## src/rtl/fetch_unit_if.sv

```systemverilog
// Fetch-stage bus: PC handshake, instruction-memory read port and decode-side
// instruction buffer head. The fetch unit is the master; the surrounding
// pipeline (PC, memory, decoder) is the slave.
interface fetch_unit_if;
    // PC side
    logic [31:0] pcAddress;
    logic        pcAdvance;
    logic        flush;
    // Instruction memory side
    logic        memReq;
    logic [31:0] memAddr;
    logic        memAck;
    logic [31:0] memData;
    // Decode side
    logic        instrValid;
    logic [31:0] instruction;
    logic [31:0] instrPC;
    logic        instrReady;
    logic        bufferFull;

    modport master (
        input  pcAddress, flush, memAck, memData, instrReady,
        output pcAdvance, memReq, memAddr, instrValid, instruction, instrPC, bufferFull
    );

    modport slave (
        output pcAddress, flush, memAck, memData, instrReady,
        input  pcAdvance, memReq, memAddr, instrValid, instruction, instrPC, bufferFull
    );
endinterface

```

## src/rtl/fetch_unit.sv

```systemverilog
// Instruction fetch stage. Issues one read at a time to instruction memory,
// buffers returned words with their fetch address in a small circular FIFO,
// pulses pcAdvance when a word is accepted, and drops buffered or in-flight
// words when the pipeline is flushed. A request that is flushed before its
// acknowledge is still held until memory completes it (DISCARD), because the
// memory protocol does not allow a request to be withdrawn.
module fetch_unit #(
    parameter int FIFO_DEPTH = 2
) (
    input  logic          clock,
    input  logic          reset,
    fetch_unit_if.master  bus
);

    localparam int PTR_W = (FIFO_DEPTH > 1) ? $clog2(FIFO_DEPTH) : 1;
    localparam int CNT_W = PTR_W + 1;
    localparam logic [CNT_W-1:0] DEPTH_CNT = CNT_W'(FIFO_DEPTH);

    typedef enum logic [1:0] {
        IDLE    = 2'd0,
        REQ     = 2'd1,
        DISCARD = 2'd2
    } state_t;

    state_t            stateReg, stateNext;
    logic              memReqReg, memReqNext;
    logic [31:0]       memAddrReg, memAddrNext;

    logic [PTR_W-1:0]  rdPtrReg, rdPtrNext;
    logic [PTR_W-1:0]  wrPtrReg, wrPtrNext;
    logic [CNT_W-1:0]  countReg, countNext;

    logic              enqueue;
    logic              dequeue;
    logic              headValid;
    logic              advance;

    logic [31:0]       wordArr [FIFO_DEPTH];
    logic [31:0]       addrArr [FIFO_DEPTH];

    // A word is accepted only when a live (not flushed) request completes;
    // that same event tells the PC to step.
    assign advance   = memReqReg && bus.memAck && !bus.flush && (stateReg == REQ);
    assign enqueue   = advance;
    assign headValid = (countReg != '0);
    assign dequeue   = headValid && bus.instrReady;

    // Fetch sequencer state and held request registers
    always_ff @(posedge clock) begin
        if (!reset) begin
            stateReg   <= IDLE;
            memReqReg  <= 1'b0;
            memAddrReg <= '0;
        end else begin
            stateReg   <= stateNext;
            memReqReg  <= memReqNext;
            memAddrReg <= memAddrNext;
        end
    end

    // Next-state logic: issue when there is room, hold the request until acknowledge
    always_comb begin
        stateNext   = stateReg;
        memReqNext  = memReqReg;
        memAddrNext = memAddrReg;
        case (stateReg)
            IDLE: begin
                // Room is judged on the current count; a same-cycle dequeue
                // only opens the slot for sampling on the following cycle.
                if (!bus.flush && (countReg < DEPTH_CNT)) begin
                    memAddrNext = bus.pcAddress;
                    memReqNext  = 1'b1;
                    stateNext   = REQ;
                end
            end
            REQ: begin
                if (bus.memAck) begin
                    memReqNext = 1'b0;
                    stateNext  = IDLE;
                end else if (bus.flush) begin
                    stateNext = DISCARD;
                end
            end
            DISCARD: begin
                // Further flushes change nothing here: the word is dropped anyway.
                if (bus.memAck) begin
                    memReqNext = 1'b0;
                    stateNext  = IDLE;
                end
            end
            default: begin
                stateNext  = IDLE;
                memReqNext = 1'b0;
            end
        endcase
    end

    // FIFO pointer and occupancy registers
    always_ff @(posedge clock) begin
        if (!reset) begin
            rdPtrReg <= '0;
            wrPtrReg <= '0;
            countReg <= '0;
        end else begin
            rdPtrReg <= rdPtrNext;
            wrPtrReg <= wrPtrNext;
            countReg <= countNext;
        end
    end

    // FIFO bookkeeping: flush empties the buffer and wins over enqueue/dequeue
    always_comb begin
        rdPtrNext = rdPtrReg;
        wrPtrNext = wrPtrReg;
        countNext = countReg;
        if (bus.flush) begin
            rdPtrNext = '0;
            wrPtrNext = '0;
            countNext = '0;
        end else begin
            if (enqueue) begin
                wrPtrNext = wrPtrReg + PTR_W'(1);
            end
            if (dequeue) begin
                rdPtrNext = rdPtrReg + PTR_W'(1);
            end
            case ({enqueue, dequeue})
                2'b10:   countNext = countReg + CNT_W'(1);
                2'b01:   countNext = countReg - CNT_W'(1);
                default: countNext = countReg;
            endcase
        end
    end

    // Buffer storage: one word/address pair per slot
    genvar gi;
    generate
        for (gi = 0; gi < FIFO_DEPTH; gi++) begin : gEntry
            logic [31:0] wordReg;
            logic [31:0] addrReg;

            // Capture the returned word and its fetch address when this slot is the write target
            always_ff @(posedge clock) begin
                if (!reset) begin
                    wordReg <= '0;
                    addrReg <= '0;
                end else if (enqueue && (wrPtrReg == PTR_W'(gi))) begin
                    wordReg <= bus.memData;
                    addrReg <= memAddrReg;
                end
            end

            assign wordArr[gi] = wordReg;
            assign addrArr[gi] = addrReg;
        end
    endgenerate

    // Outputs. The head is forced to zero when empty so stale slot contents
    // never reach decode.
    assign bus.memReq      = memReqReg;
    assign bus.memAddr     = memAddrReg;
    assign bus.pcAdvance   = advance;
    assign bus.instrValid  = headValid;
    assign bus.instruction = headValid ? wordArr[rdPtrReg] : '0;
    assign bus.instrPC     = headValid ? addrArr[rdPtrReg] : '0;
    assign bus.bufferFull  = (countReg == DEPTH_CNT);

endmodule

```

## src/flat_wrapper.sv

```systemverilog
// flat-port wrapper written by rule: the top's interface ports become plain ports
module fetch_unit_flat 
#(
    parameter int FIFO_DEPTH = 2
)
  (clock, reset, bus_pcAddress, bus_flush, bus_memAck, bus_memData, bus_instrReady, bus_pcAdvance, bus_memReq, bus_memAddr, bus_instrValid, bus_instruction, bus_instrPC, bus_bufferFull);
  fetch_unit_if bus_i ();
  input  logic clock;
  input  logic reset;
  input wire logic [$bits(bus_i.pcAddress)-1:0] bus_pcAddress;
  input wire logic [$bits(bus_i.flush)-1:0] bus_flush;
  input wire logic [$bits(bus_i.memAck)-1:0] bus_memAck;
  input wire logic [$bits(bus_i.memData)-1:0] bus_memData;
  input wire logic [$bits(bus_i.instrReady)-1:0] bus_instrReady;
  output wire logic [$bits(bus_i.pcAdvance)-1:0] bus_pcAdvance;
  output wire logic [$bits(bus_i.memReq)-1:0] bus_memReq;
  output wire logic [$bits(bus_i.memAddr)-1:0] bus_memAddr;
  output wire logic [$bits(bus_i.instrValid)-1:0] bus_instrValid;
  output wire logic [$bits(bus_i.instruction)-1:0] bus_instruction;
  output wire logic [$bits(bus_i.instrPC)-1:0] bus_instrPC;
  output wire logic [$bits(bus_i.bufferFull)-1:0] bus_bufferFull;
  assign bus_i.pcAddress = bus_pcAddress;
  assign bus_i.flush = bus_flush;
  assign bus_i.memAck = bus_memAck;
  assign bus_i.memData = bus_memData;
  assign bus_i.instrReady = bus_instrReady;
  assign bus_pcAdvance = bus_i.pcAdvance;
  assign bus_memReq = bus_i.memReq;
  assign bus_memAddr = bus_i.memAddr;
  assign bus_instrValid = bus_i.instrValid;
  assign bus_instruction = bus_i.instruction;
  assign bus_instrPC = bus_i.instrPC;
  assign bus_bufferFull = bus_i.bufferFull;
  fetch_unit #(.FIFO_DEPTH(FIFO_DEPTH)) u_core (.clock(clock), .reset(reset), .bus(bus_i));
endmodule
```

## config.mk

```make
export PLATFORM = sky130hd
export DESIGN_NAME = fetch_unit_flat
export DESIGN_NICKNAME = d
export VERILOG_FILES = /design/src/rtl/fetch_unit_if.sv /design/src/rtl/fetch_unit.sv /design/src/flat_wrapper.sv
export SDC_FILE = /design/constraint.sdc
export NUM_CORES = 1
export LEC_CHECK = 0
export ABC_AREA = 1
export CAP_MARGIN = 15
export CORE_ASPECT_RATIO = 0.8
export CORE_MARGIN = 10
export CORE_UTILIZATION = 56
export CTS_BUF_LIST = sky130_fd_sc_hd__clkbuf_8
export DETAILED_ROUTE_END_ITERATION = 10
export PLACE_DENSITY = 0.89
export SLEW_MARGIN = 20
export SYNTH_ARGS = -nofsm -noshare
export SYNTH_HDL_FRONTEND = slang
export SYNTH_SLANG_ARGS = --single-unit
```

## constraint.sdc

```tcl
create_clock -name clock -period 3.4 [get_ports clock]
set_input_delay 0.34 -clock clock [delete_from_list [all_inputs] [get_ports clock]]
set_output_delay 0.34 -clock clock [all_outputs]
set_load 0.05 [all_outputs]
```

# After elaboration in Yosys (flattened, before gate mapping)
# Cells that the tools add are included.
dict set report classes {
  add_sub_neg 4
  mul 0
  n_div 0
  n_lt_le_gt_ge 2
  n_eq_ne 9
  n_shift 0
  n_mux 17
  n_bitwise 3
  n_reduce_logical 16
}
# cell n
set ops {}
lappend ops {{32-bit 2-to-1 mux} 8}
lappend ops {{2-bit 2-to-1 mux} 4}
lappend ops {{1-bit logical AND} 7}
lappend ops {{2-bit equality test (second input constant)} 3}
lappend ops {{2-bit case mux with 3 select lines} 1}
lappend ops {{2-bit by 1-bit equality test with 1-bit output (second input constant)} 2}
lappend ops {{2-bit by 1-bit inequality test with 1-bit output (second input constant)} 2}
lappend ops {{2-bit case mux with 2 select lines} 1}
lappend ops {{2-bit AND reduction} 2}
lappend ops {{2-bit nonzero test} 2}
lappend ops {{2-bit OR reduction} 2}
lappend ops {{3-bit inequality test (second input constant)} 1}
lappend ops {{3-bit AND reduction} 1}
lappend ops {{1-bit adder (second input constant)} 2}
lappend ops {{2-bit by 1-bit adder with 2-bit output (second input constant)} 1}
lappend ops {{2-bit >= comparator (second input constant)} 1}
lappend ops {{2-bit zero test} 1}
lappend ops {{2-bit < comparator (second input constant)} 1}
lappend ops {{1-bit 2-to-1 mux} 2}
lappend ops {{2-bit inequality test (second input constant)} 1}
lappend ops {{1-bit NOT} 2}
lappend ops {{1-bit NOT with 2-bit output} 1}
lappend ops {{1-bit case mux with 2 select lines} 1}
lappend ops {{2-bit by 1-bit subtractor with 2-bit output (second input constant)} 1}
lappend ops {{1-bit zero test} 1}
dict set report word_totals {
  register_bits 167
  latchBits 0
  ram_bits 0
  romBits 0
  in_bits 69
  memories 0
}

# Depth between registers and ports, before layout
# Gate-level depths: netlist of run 1.
dict set report logic_depth {
  ltp_word 5
  ltp_mapped 11
  mapped_depth_nobuf 10
}

# Worst setup path before layout of run 1
# OpenSTA, ideal clock, no wires.
dict set report synth_path {
  path_kind {reg-to-output}
  startpoint {register u_core.countReg[1]}
  endpoint {output bus_instruction[17]}
  arrival_ns 1.847
  required_ns 3.060
  setup_slack_ns 1.213
  path_stages_with_launch 7
  cell_sequence {dfxtp_1 > nor2_2 > inv_1 > buf_6 > buf_2 > o21ai_0 > a21oi_1}
}
dict set report synth_via {
  elab_chain_cells 2
}
# item line
set synth_rtl {}
lappend synth_rtl {{start, declared} fetch_unit.sv:31} ;# logic [CNT_W-1:0] countReg, countNext;
lappend synth_rtl {{start signal, assigned} fetch_unit.sv:107} ;# countReg <= countNext;
lappend synth_rtl {{2-bit nonzero test} fetch_unit.sv:45} ;# assign headValid = (countReg != '0);
lappend synth_rtl {{named net bus_instrValid} flat_wrapper.sv:18} ;# output wire logic [$bits(bus_i.instrValid)-1:0] bus_instrValid;
lappend synth_rtl {{32-bit 2-to-1 mux} fetch_unit.sv:164} ;# assign bus.instruction = headValid ? wordArr[rdPtrReg] : '0;
lappend synth_rtl {{end, declared} flat_wrapper.sv:19} ;# output wire logic [$bits(bus_i.instruction)-1:0] bus_instruction;
# The timed path passes the listed nets, and every way through them passes these cells.

# Worst setup path in the final report of run 1
dict set report layout_path {
  startpoint {register u_core.rdPtrReg}
  endpoint {output bus_instruction[4]}
}
dict set report layout_via {
  elab_chain_cells 5
}
# item line
set layout_rtl {}
lappend layout_rtl {{start, declared} fetch_unit.sv:29} ;# logic [PTR_W-1:0] rdPtrReg, rdPtrNext;
lappend layout_rtl {{start signal, assigned} fetch_unit.sv:105} ;# rdPtrReg <= rdPtrNext;
lappend layout_rtl {{1-bit NOT with 2-bit output (not written as such)} fetch_unit.sv:164}
lappend layout_rtl {{32-bit 2-to-1 mux (not written as such) (3 in a row)} fetch_unit.sv:164}
lappend layout_rtl {{32-bit 2-to-1 mux} fetch_unit.sv:164}
# No other way between the ends. The select of a mux whose other input is x is not followed.

==> results of run 1 <==
==> where the power goes <==
part	internal, mW	switching (mW)	leakage (nW)	total [mW]
sequential	2.06	0.121	1.35	2.18
combinational	0.326	0.634	1.45	0.960
clock	0.751	0.746	0.196	1.50
==> flip-flops by register name, indices dropped and copies added, names as in the netlist <==
register               cells
u_core.rdPtrReg            1
u_core.gEntry.wordReg     64
u_core.wrPtrReg            1
u_core.bus.memReq          1
u_core.countReg            2
u_core.bus.memAddr        32
u_core.gEntry.addrReg     64
u_core.stateReg            2
==> logic make-up (layout without fill, tap and decap cells) <==
| group | Yosys count | in the layout | share of synthesized area [%] |
|---|---|---|---|
| compound gates | 296 | 296 | 20.8 |
| fa+ha+maj | 4 | 4 | 0.704 |
| buf+inv | 165 | 296 | 10.1 |
| flops | 167 | 167 | 47.0 |
| simple gates | 354 | 354 | 21.3 |
==> stage by stage <==
| stage | hold slack (ps) | power (mW) |
|---|---|---|
| 2_1_floorplan | 436 | 2.81 |
| 3_3_place_gp | 445 | 3.16 |
| 3_5_place_dp | 449 | 3.18 |
| 4_1_cts | 462 | 4.65 |
| 5_1_grt | 478 | 4.83 |
| 6_report | 462 | 4.64 |
==> metal layers <==
layer  vias up  track usage [%]  part of all wire (%)
met1      3310             28.4                    43
met2       325             38.0                    47
met5         -                0                     0
met4         0             7.55                   1.6
li1       3498                -                     -
met3        27             6.86                   8.7
==> area by class of cell <==
cell class                      count  share of cell area [%]
Multi-Input combinational cell    654                    33.3
Timing Repair Buffer              184                    19.8
Clock buffer                       18                    2.71
Tap cell                          171                    2.34
Clock inverter                     14                    1.90
Inverter                           80                    3.31
Sequential cell                   167                    36.6
==> how the worst max path moves through the flow <==
| stage | to | cells past startpoint |
|---|---|---|
| 2_1_floorplan | bus_instruction[17] | 6 |
| 3_3_place_gp | bus_instruction[4] | 4 |
| 3_5_place_dp | bus_instruction[4] | 4 |
| 4_1_cts | bus_instruction[4] | 4 |
| 5_1_grt | bus_instruction[14] | 4 |
| 6_report | bus_instruction[4] | 4 |
==> worst max-delay path, stage by stage (launching register included) <==
cell	delay, ps
dfxtp_4	880
buf_4	360
o21ai_0	110
a21oi_1	170
clkdlybuf4s50_1	850
==> layout by cell type (no fill, tap or decap), types with 3 or more instances in the layout <==
master	count
a21oi_1	197
clkdlybuf4s50_1	168
dfxtp_1	165
nand2_1	143
nand3_1	129
o21ai_0	79
inv_1	77
nor2_1	72
o21ai_1	19
clkbuf_8	18
buf_4	15
clkinvlp_4	6
ha_1	4
nand4_1	3
bufinv_16	3
inv_6	3
==> summary.md, run 1 <==
| Metric | Value |
|---|---|
| Postcts setup bufs | 0 |
| Initial Utilization | 57.9% |
| DR pass1 iterations | 8 |
| Final Critical Period | 3170 ps |
| Count leader, synth | a21oi_1 |
| Final Util | 74.4% |
| Area of the multi-input gates | 3050 µm² |
| Final setup fails | 0 |
| Crit-path max FO | 74 |
| All-Layer GR Usage | between 20% and 30% |
| Worst EP required | between 3000 and 4000 ps |
| Final worst path period share | between 90% and 100% |
| Setup tns final | 0 ps |
| Type of the worst setup path | reg -> out |
| Antenna cell count | 0 |
| Cell count after placement | roughly 1300 |
| Hold Crit Depth | 2 |
| Core area | between 10000 and 15000 µm² |
| Dpl hpwl | 13500 µm |
| Top post-synthesis cells by count | a21oi_1 (197), dfxtp_1 (167), nand2_1 (144) |
| Fin cells | roughly 1300 |
| Slew margin rel. | about 28% |
| Antenna Violating Nets Remaining | 0 |
| Largest cells by area after synthesis | dfxtp_1 (47%), a21oi_1 (14%), nand3_1 (9.1%) |
| Seq cells post-synth | roughly 170 |
| Worst Setup Start Kind | flop |
| Max Clk Rate | roughly 0.32 GHz |
| Number of max-cap violations | 0 |
| Die extent in x | 146 µm |
| CTS Hold Bufs | 0 |
| I/O pin cnt | around 170 |
| CTS Buf Count | 17 |
| CTS tree | yes |
| FFs w/ async S/R, synth | 0% |
| Die area | ~18000 µm² |
| Reg2Reg Capture Point | u_core.gEntry[1].addrReg[16] |
| Die height | ~120 µm |
| Pleak | ~3 nW |
| Clk sinks | ~170 |
| Layout cells sized above 1 | 5.19% |
| Vias | between 7000 and 8000 |
| Worst-path clk slew | about 90 ps |
| Pwr/cell area | roughly 510 nW/µm² |
| RR Startpoint | u_core.stateReg[1] |
| Drt wl/cell | roughly 16 µm |
| Final worst setup slack | around 230 ps |
| Dpl cell area | ~8700 µm² |
| R2R Setup Slk | 1220 ps |
| Routed vias/inst | 5.56 |
| Clock skew | about 14 ps |
| Area grow syn2layout | 28.6% |
| Max Root-Sink Buffers | 2 |
| Dpl ws | approximately 700 ps |
| Post-CTS sizing | 0 |
| Final-report max-slew violation count | 0 |
| Clock Tree Root | clkbuf_8 |
| Setup crit end kind | output port |
| Hold_sp | u_core.gEntry[0].addrReg[12] |
| Port buffer count | around 170 |
| RSZ-0062 raised after global routing | no |
| Routed WL | 21200 µm |
| R2R depth | 9 |
| Cells after Synth | 986 |
| Final routed DRC violation total | 0 |
| Initial antenna violation count | 0 |
| Syn Std Cell Area | 7110 µm² |
| Worst skew pair latency | approximately 450 ps |
| Synth warn | 0 |
| # H-tree levels | 4 |
| Cell Rows | 36 |
| Synth Flop Type | dfxtp_1 |
| Share of the synthesized area in the top cell type | between 40% and 50% |
| Worst VDD drop | 0.000449 V |
| Hold Path Class | reg -> reg |
| Count of cell types in the netlist | 22 |
| Final number of hold-violating endpoints | 0 |
| Final instance area | 9150 µm² |
| Critical path origin | u_core.rdPtrReg |
| Average cell area after synthesis | between 7 and 8 µm² |
| Synth area leader | dfxtp_1 |
| Fill cell count | about 950 |
| Total grt overflow | 0 |
| Status | finished clean |
| Data arrival time of the worst path | approximately 2800 ps |
| Gpl congestion | ~0.8 |
| Vias in the first global route | slightly below 7000 |
| Min-Delay Endpoint | u_core.gEntry[0].addrReg[12] |
| 1st-iter DRT viols | 772 |
| First-pass GRT wire length | approximately 34000 µm |
| Post-Syn Nets | approximately 1100 |
| EDFF count, synth | 0 |
| Reg area | ~3300 µm² |
| Post-synthesis sequential area ratio | a little under half |
| Largest net degree at the start of global routing | 86 |
| Least-Margin Pin Slew | between 1000 and 1500 ps |
| Final nets | between 1000 and 1500 |
Note: power is estimated with default switching activity, not from simulation.
==> run 2, diff against run 1 <==
==> constraint.sdc (replaced) <==
create_clock -name clock -period 3.4 [get_ports clock]
set_input_delay 0.68 -clock clock [delete_from_list [all_inputs] [get_ports clock]]
set_output_delay 0.68 -clock clock [all_outputs]
set_load 0.05 [all_outputs]
==> run 2 against run 1 <==
Register-to-register slack gained 70 ps. Final cell count is essentially flat. Flip-flop and latch count is the same. Clock skew grew 2.1 ps. Sequential share of layout area grew 0.090 points. Non-clock buffer count grew 1. Combinational power grew 0.4%. Global-route usage shrank 0.28 points. Final area shrank 0.25%. First-iteration DRC count shrank 6.2%. Critical endpoint is now bus_instrPC[19]. Largest power group unchanged. Highest routed layer unchanged.
==> summary.md, run 2 (same netlist as run 1, synthesis figures left out) <==
| Metric | Value |
|---|---|
| Status | finished clean (unchanged) |
| Antenna Violating Nets Remaining | 0 (unchanged) |
| Vias | 7203 (was 7160) |
| Dpl hpwl | 13400 µm (was 13500 µm) |
| Initial antenna violation count | 0 (unchanged) |
| Antenna cell count | 0 (unchanged) |
| Routed vias/inst | 5.59 (was 5.56) |
| Setup tns final | 0 ps (unchanged) |
| Worst Setup Start Kind | flop (unchanged) |
| Max Clk Rate | 0.303 GHz (was 0.315 GHz) |
| Slew margin rel. | 49.1% (was 27.8%) |
| Least-Margin Pin Slew | 764 ps (was 1080 ps) |
| Initial Utilization | 57.9% (unchanged) |
| Largest net degree at the start of global routing | 68 (was 86) |
| Pleak | 3.07 nW (was 3.00 nW) |
| Final-report max-slew violation count | 0 (unchanged) |
| Data arrival time of the worst path | 2620 ps (was 2830 ps) |
| Reg area | 3350 µm² (unchanged) |
| Critical path origin | u_core.rdPtrReg (unchanged) |
| # H-tree levels | 4 (unchanged) |
| Layout cells sized above 1 | 5.37% (was 5.19%) |
| Postcts setup bufs | 0 (unchanged) |
| Gpl congestion | 0.792 (was 0.795) |
| Pwr/cell area | 493 nW/µm² (was 507 nW/µm²) |
| I/O pin cnt | 169 (unchanged) |
| DR pass1 iterations | 5 (was 8) |
| Die extent in x | 146 µm (unchanged) |
| Type of the worst setup path | reg -> out (unchanged) |
| Clk sinks | 167 (unchanged) |
| Clock skew | 16.4 ps (was 14.3 ps) |
| Hold_sp | u_core.gEntry[1].addrReg[10] (was u_core.gEntry[0].addrReg[12]) |
| Cell Rows | 36 (unchanged) |
| Hold Crit Depth | 2 (unchanged) |
| Drt wl/cell | 16.3 µm (was 16.5 µm) |
| Final number of hold-violating endpoints | 0 (unchanged) |
| Routed WL | 21000 µm (was 21200 µm) |
| Area of the multi-input gates | 3050 µm² (unchanged) |
| First-pass GRT wire length | 33500 µm (was 34100 µm) |
| Core area | 12300 µm² (unchanged) |
| Clock Tree Root | clkbuf_8 (unchanged) |
| Final instance area | 9130 µm² (was 9150 µm²) |
| Hold Path Class | reg -> reg (unchanged) |
| Die area | 17600 µm² (unchanged) |
| R2R depth | 7 (was 9) |
| CTS tree | yes (unchanged) |
| Worst EP required | 2720 ps (was 3060 ps) |
| Crit-path max FO | 62 (was 74) |
| Worst-path clk slew | 80 ps (was 90 ps) |
| CTS Hold Bufs | 0 (unchanged) |
| Dpl cell area | 8750 µm² (was 8730 µm²) |
| Final routed DRC violation total | 0 (unchanged) |
| Vias in the first global route | 6485 (was 6730) |
| Total grt overflow | 0 (unchanged) |
| Final setup fails | 0 (unchanged) |
| Final Critical Period | 3300 ps (was 3170 ps) |
| Final nets | 1178 (was 1177) |
| RR Startpoint | u_core.stateReg[1] (unchanged) |
| RSZ-0062 raised after global routing | no (unchanged) |
| Fill cell count | 961 (was 945) |
| Port buffer count | 168 (unchanged) |
| Worst VDD drop | 0.000449 V (about the same) |
| Die height | 121 µm (unchanged) |
| All-Layer GR Usage | 22.7% (was 23.0%) |
| Final worst path period share | 97.0% (was 93.3%) |
| Highest-count cells in the layout ignoring fill and taps | a21oi_1 (197), dfxtp_1 (165), clkdlybuf4s50_1 (162), nand2_1 (143), nand3_1 (129) (was a21oi_1 (197), clkdlybuf4s50_1 (168), dfxtp_1 (165), nand2_1 (143), nand3_1 (129)) |
| Area grow syn2layout | 28.3% (was 28.6%) |
| Most common cell after layout, fill and taps aside | a21oi_1 (unchanged) |
| Setup crit end kind | output port (unchanged) |
| Max Root-Sink Buffers | 2 (unchanged) |
| CTS Buf Count | 17 (unchanged) |
| Number of max-cap violations | 0 (unchanged) |
| Worst skew pair latency | 460 ps (was 450 ps) |
| Hold WS | 463 ps (was 462 ps) |
| 1st-iter DRT viols | 724 (was 772) |
## run 2: cell count changes in the layout (fill, tap and decap cells not counted)
cell | previous run | this run
buf_12 | 1 | 2
buf_4 | 15 | 17
bufinv_16 | 3 | 1
clkdlybuf4s50_1 | 168 | 162
clkinv_4 | 1 | 2
dlymetal6s2s_1 | 0 | 4
inv_1 | 77 | 78
## run 2: path summary, 6_finish.rpt
| check | endpoint | slack (ps) |
|---|---|---|
| min reg2reg | u_core.gEntry[1].addrReg[10] | 460 |
| max | bus_instrPC[19] | 100 |
| max reg2reg | u_core.gEntry[0].wordReg[22] | 1290 |
| min | u_core.gEntry[1].addrReg[10] | 460 |
## run 2: stage by stage
step	std cells	worst slack [ps]	total power [mW]	utilization, %
2_1_floorplan	986	873	2.81	-
3_3_place_gp	1257	600	3.16	71.1
3_5_place_dp	1257	555	3.18	71.1
4_1_cts	1289	62.8	4.51	74.2
5_1_grt	1289	3.76	4.67	74.2
6_report	1289	101	4.50	74.2
## run 2: layout make-up
| cell class | count | share of cell area (%) |
|---|---|---|
| flip-flops and latches | 167 | 36.7 |
| multi-input cells | 654 | 33.4 |
| clock inverters | 14 | 1.38 |
| clock buffers | 18 | 2.71 |
| inverters | 80 | 3.32 |
| repair buffers | 185 | 20.1 |
| well taps | 171 | 2.34 |
## run 2: report_power, final
group	internal, mW	switching, mW
clock network	0.600	0.756
logic	0.327	0.637
registers	2.06	0.119
## run 2: what timing repair did
item / CTS / global route
endpoints found under the hold margin: 0 / 0
resized for setup: 0 / 4
setup endpoints to repair: 0 / 4
## run 2: layer usage
layer	wire [µm]	up-vias	share of wire, %	GRT usage (%)
li1	-	3504	-	-
met1	9080	3363	43	29.2
met2	9700	309	46	35.8
met3	1930	27	9.2	6.93
met4	335	0	1.6	7.68
met5	0	-	0	0
## run 2: critical path: stages, from the launching register on
cell and delay, ps:
dfxtp_4 670, buf_12 310, o21ai_1 110, a21oi_1 220, clkdlybuf4s50_1 850
==> run 3, diff against run 2 <==
Settings changed: CAP_MARGIN 15 to 20.
==> results of run 3 <==
No change in the layout: final DEF, timing and power equal those of run 2.
